$ cat config.mk
export PLATFORM = sky130hd
export DESIGN_NAME = ram_fifo_ctrl
export DESIGN_NICKNAME = d
export VERILOG_FILES = /design/src/rtl/ram_fifo_pkg.sv /design/src/rtl/ram_fifo_ctrl_rr_arb2.sv /design/src/rtl/ram_fifo_ctrl.sv
export SDC_FILE = /design/constraint.sdc
export NUM_CORES = 1
export LEC_CHECK = 0
export ABC_CLOCK_PERIOD_IN_PS = 2000
export BUFFER_PORTS_ARGS = -buffer_cell sky130_fd_sc_hd__clkbuf_2
export CORE_UTILIZATION = 25
export DETAILED_ROUTE_END_ITERATION = 8
export PLACE_DENSITY = 0.54
export SYNTH_ARGS = -nofsm -noshare
export SYNTH_HDL_FRONTEND = slang
export SYNTH_SLANG_ARGS = --single-unit
$ cat constraint.sdc
create_clock -name clk -period 2 [get_ports clk]
set_clock_uncertainty 0.15 [all_clocks]
set_input_delay 0.2 -clock clk [delete_from_list [all_inputs] [get_ports clk]]
set_output_delay 0.2 -clock clk [all_outputs]
set_load 0.03 [all_outputs]
$ cat src/rtl/ram_fifo_pkg.sv
// Shared sizing defaults and grant encoding for the RAM-backed FIFO controller.
package ram_fifo_pkg;

  localparam int ADDR_W_DEF = 32'sd3;
  localparam int DATA_W_DEF = 32'sd3;
  localparam int DEPTH      = 32'sd1 << ADDR_W_DEF;

  typedef enum logic {
    GNT_REQ0 = 1'b0,
    GNT_REQ1 = 1'b1
  } gnt_e;

endpackage

$ cat src/rtl/ram_fifo_ctrl_rr_arb2.sv
// Two-way round-robin arbiter; grant is one-hot and suppressed when not enabled.
module rr_arb2
  import ram_fifo_pkg::*;
(
  input  logic [1:0] valid,
  input  gnt_e       last_gnt,
  input  logic       adv_en,
  output logic [1:0] gnt
);

  // Under contention the requester that was not served last wins.
  always_comb begin
    gnt = 2'b00;
    if (!adv_en) begin
      gnt = 2'b00;
    end else begin
      case (valid)
        2'b01:   gnt = 2'b01;
        2'b10:   gnt = 2'b10;
        2'b11:   gnt = (last_gnt == GNT_REQ0) ? 2'b10 : 2'b01;
        default: gnt = 2'b00;
      endcase
    end
  end

endmodule

$ cat src/rtl/ram_fifo_ctrl.sv
// FIFO controller in front of a 1-cycle-latency dual-port RAM, two arbitrated writers.
// Optional occupancy output enabled by defining RAM_FIFO_CTRL_LEVEL_EN.
module ram_fifo_ctrl
  import ram_fifo_pkg::*;
#(
  parameter int ADDR_W = ADDR_W_DEF,
  parameter int DATA_W = DATA_W_DEF
) (
  input  logic              clk,
  input  logic              rst_n,
  input  logic              req0_valid,
  input  logic [DATA_W-1:0] req0_data,
  output logic              req0_ready,
  input  logic              req1_valid,
  input  logic [DATA_W-1:0] req1_data,
  output logic              req1_ready,
  input  logic              pop,
  output logic              rdata_valid,
  output logic              full,
  output logic              empty,
  output logic              ram_wen,
  output logic [ADDR_W-1:0] ram_waddr,
  output logic [DATA_W-1:0] ram_wdata,
  output logic              ram_ren,
  output logic [ADDR_W-1:0] ram_raddr
`ifdef RAM_FIFO_CTRL_LEVEL_EN
  ,
  output logic [ADDR_W:0]   level
`endif
);

  localparam logic [ADDR_W:0] PTR_INC = {{ADDR_W{1'b0}}, 1'b1};

  logic [ADDR_W:0] wptr_r;
  logic [ADDR_W:0] rptr_r;
  logic            rdata_valid_r;
  gnt_e            last_gnt_r;
  logic            full_s;
  logic            empty_s;
  logic            arb_en_s;
  logic            wr_en_s;
  logic            rd_en_s;
  logic [1:0]      gnt_s;

  assign empty_s  = (wptr_r == rptr_r);
  assign full_s   = (wptr_r[ADDR_W] != rptr_r[ADDR_W]) &&
                    (wptr_r[ADDR_W-1:0] == rptr_r[ADDR_W-1:0]);
  // Gating with rst_n keeps the write side quiet while reset is held.
  assign arb_en_s = rst_n & ~full_s;

  rr_arb2 u_arb (
    .valid    ({req1_valid, req0_valid}),
    .last_gnt (last_gnt_r),
    .adv_en   (arb_en_s),
    .gnt      (gnt_s)
  );

  assign wr_en_s = (req0_valid & gnt_s[0]) | (req1_valid & gnt_s[1]);
  assign rd_en_s = rst_n & pop & ~empty_s;

  // Write-data mux selects the granted requester.
  always_comb begin
    ram_wdata = req0_data;
    if (gnt_s[1]) begin
      ram_wdata = req1_data;
    end else begin
      ram_wdata = req0_data;
    end
  end

  // Pointer, last-grant and read-valid state.
  always_ff @(posedge clk or negedge rst_n) begin
    if (!rst_n) begin
      wptr_r        <= {(ADDR_W+1){1'b0}};
      rptr_r        <= {(ADDR_W+1){1'b0}};
      rdata_valid_r <= 1'b0;
      last_gnt_r    <= GNT_REQ1;
    end else begin
      if (wr_en_s) begin
        wptr_r     <= wptr_r + PTR_INC;
        last_gnt_r <= gnt_s[1] ? GNT_REQ1 : GNT_REQ0;
      end
      if (rd_en_s) begin
        rptr_r <= rptr_r + PTR_INC;
      end
      rdata_valid_r <= rd_en_s;
    end
  end

  assign req0_ready  = gnt_s[0];
  assign req1_ready  = gnt_s[1];
  assign full        = full_s;
  assign empty       = empty_s;
  assign ram_wen     = wr_en_s;
  assign ram_waddr   = wptr_r[ADDR_W-1:0];
  assign ram_ren     = rd_en_s;
  assign ram_raddr   = rptr_r[ADDR_W-1:0];
  assign rdata_valid = rdata_valid_r;

`ifdef RAM_FIFO_CTRL_LEVEL_EN
  assign level = wptr_r - rptr_r;
`endif

endmodule

==> results.py <==
metrics = {
    "routing": {
        "drtAntennaViolNets": 0,
        "first_pass_iters": 3,
        "viasPerCell": 4.39,
        "drc_errors": 0,
        "routed_wl_um": 1490,
        "num_vias": 553,
        "wl_per_cell_um": 11.8,
        "drt_iter0_drc": 4,
    },
    "worst_hold_path": {
        "hp-class": "primary input to flip-flop",
        "hold_depth": 3,
        "hp-start": "pop",
        "holdPathEnd": "rdata_valid$_DFF_PN0_",
    },
    "worst_setup_path": {
        "criticalPathCategory": "flip-flop to output port",
        "crit_fanout": 4,
        "worstRegToRegCells": 6,
        "max_stage_delay_ps": 410,
        "cp.arrival_ps": 1710,
        "startpoint": "rptr_r[3]$_DFFE_PN0P_",
        "cp.depth": 5,
        "critPathTopFamily": "flip-flops",
        "startpoint_type": "flip-flop",
        "critical_path_required_ps": 1650,
        "timing.rr.end": "last_gnt_r$_DFFE_PN1P_",
        "cp-end-kind": "output port",
        "rrSetupSlack_ps": 60,
        "crit_slowest_cell": "dfrtp_1",
        "worstReg2RegStart": "wptr_r[2]$_DFFE_PN0P_",
        "path_cells": "xor2_2 -> nand4_2 -> and4_4 -> mux2_4 -> buf_8",
        "cp_num_buf_inv": 1,
    },
    "sta": {
        "tightest_slew_ps": 281,
        "fmax_ghz": 0.485,
        "period_needed_ps": 2060,
        "whs_ps": 90.1,
        "setup_ws_ps": -63.7,
        "rsz0062_at_grt": "true",
        "fin_setup_tns_ps": -220,
        "final_max_slew_viol_count": 0,
        "finalHoldViolations": 0,
        "setup_viol": 4,
        "slew-limit-headroom_pct": 81.1,
        "post-route-period-util_pct": 103,
    },
    "global_route": {
        "grt_max_degree": 8,
        "grt_pass1_vias": 537,
        "gr-total-overflow": 0,
        "track_usage_pct": 11.7,
        "grt_pass1_wl_um": 2360,
        "grt_antenna_before_repair": 0,
    },
    "job": {
        "maxCapViolations": 0,
    },
    "synth": {
        "synthDistinctLibCells": 26,
        "synthCells": 57,
        "ys_ff_latch": 10,
        "synth_area_um2": 654,
        "syn_area_per_cell_um2": 11.5,
        "synth_nets": 70,
        "yosysSeqAreaShare_pct": 38.4,
        "yosys_warnings": 0,
    },
    "die": {
        "die_w_um": 53.2,
        "design.core.area_um2": 2480,
        "io_pins": 27,
        "initial_core_util_pct": 26.4,
        "die-area_um2": 2830,
        "rows": 18,
        "die_h_um": 53.2,
    },
    "power": {
        "power.density_nw_per_um2": 1820,
        "leakage_nw": 0.500,
        "total_power_w": 0.00182,
        "peakVddDrop_mv": 0.923,
    },
    "status": {
        "status": "finished, violations left",
        "violations": "negative setup slack",
    },
    "clocking": {
        "cts-root-buf": "clkbuf_4",
        "htreeDepth": 1,
        "cts_num_sinks": 10,
        "clockBufferDepth": 2,
        "cts_tree": "yes",
        "clk_pin_slew_ps": 70,
        "clk_latency_ps": 270,
        "cts_buffers": 3,
    },
    "layout": {
        "area_growth_pct": 53.2,
        "n_fill_cell": 258,
        "fin_util_pct": 40.5,
        "num_antenna_cells": 0,
        "drive_above_1_share_pct": 62.5,
        "fin_nets": 110,
        "multi_input_area_um2": 378,
        "regArea_um2": 251,
    },
    "placement": {
        "io_buffers": 26,
        "dp_hpwl_um": 1100,
        "routabilityCongestion": 0.779,
    },
}
-- placed cells by master (no fill, tap or decap), types with 2 or more instances in the layout --
cell type,instances
nand2_1,3
buf_8,3
buf_4,16
xnor2_2,3
xnor2_1,4
xor2_1,2
mux2_4,4
ha_1,2
dfrtp_1,9
clkbuf_4,3
nand4_1,4
dlygate4sd3_1,2
clkbuf_2,21
-- where the power goes --
| group | switching [W] | internal, W |
|---|---|---|
| combinational | 0.000652 | 0.000585 |
| clock | 0.0000735 | 0.000111 |
| sequential | 0.0000917 | 0.000309 |
| total | 0.000818 | 0.00100 |
-- final cells by class --
class / count / share of cell area, %
sequential: 10 / 25.1
tap: 30 / 3.75
timing repair buffer: 43 / 29.5
inverter: 1 / 0.375
clock buffer: 4 / 3.62
multi-input combinational: 38 / 37.7
-- logic make-up (layout without fill, tap and decap cells) --
family	count (synthesis)	in the layout	share of synthesized area (%)
xor gates and xnor gates	10	10	14.5
buffers and inverters	9	48	10.9
DFF	10	10	38.4
and+or+nand+nor	15	15	14.7
adders and majority gates	2	2	3.82
AOI/OAI and AO/OA	6	6	6.69
muxes	5	5	10.9
-- how the worst max path moves through the flow --
| stage | slack [ps] | endpoint |
|---|---|---|
| after floorplan | -5 | ram_wdata[0] |
| final | -60 | ram_wdata[2] |
| after detailed placement | 110 | ram_wdata[0] |
| after global routing | -140 | ram_wdata[2] |
| after CTS | -80 | ram_wdata[0] |
| after global placement | 110 | ram_wdata[2] |
-- synth_stat cells --
library cell | number | area share [%]
a21boi_0 | 1 | 1.1
a21o_1 | 1 | 1.1
a31oi_1 | 1 | 0.96
a41oi_1 | 2 | 2.7
and3_1 | 1 | 0.96
and3b_1 | 1 | 1.3
and4_4 | 1 | 1.7
buf_4 | 6 | 6.9
buf_6 | 2 | 3.4
dfrtp_1 | 9 | 34
dfstp_2 | 1 | 4.0
ha_1 | 2 | 3.8
inv_1 | 1 | 0.57
mux2_2 | 1 | 1.7
mux2_4 | 4 | 9.2
nand2_1 | 3 | 1.7
nand3_1 | 1 | 0.76
nand4_1 | 4 | 3.8
nand4_2 | 1 | 1.9
nor2_1 | 1 | 0.57
nor2b_1 | 1 | 0.96
o21ai_0 | 1 | 0.76
or2_2 | 1 | 0.96
xnor2_1 | 7 | 9.4
xor2_1 | 2 | 2.7
xor2_2 | 1 | 2.5
-- stage by stage --
stage | cells | area, um^2 | setup slack [ps]
after floorplan | 57 | 662 | -5.07
after global placement | 117 | 852 | 108
after detailed placement | 117 | 852 | 107
after CTS | 125 | 973 | -75.2
after global routing | 126 | 1000 | -142
final | 126 | 1000 | -63.7
-- layer usage --
layer	track usage, %	share of wire [%]	up-vias
met5	0	0	-
met4	6.58	0.94	0
met3	2.01	2.6	2
met2	17.5	52	8
met1	15.6	44	268
li1	-	-	275
-- worst register-to-register path, delay by kind of cell (launching register included) --
kind            cells  cell delay [ps]
buf+inv             2              740
flops               1              410
compound gates      2              210
xor+xnor            1              200
simple gates        1              170
-- timing repair --
action | CTS | global route
endpoints found under the hold margin | 11 | 0
pin swaps | 4 | 2
buffers inserted | 2 | 1
resized for setup | 10 | 9
endpoints found under the setup margin | 4 | 6
cloned | 0 | 0
hold buffers | 2 | 0
-- sequential cells by signal (all words and copies together) (netlist names) --
signal       cells
wptr_r           4
last_gnt_r       1
rdata_valid      1
rptr_r           4
Note: power is estimated with default switching activity, not from simulation.
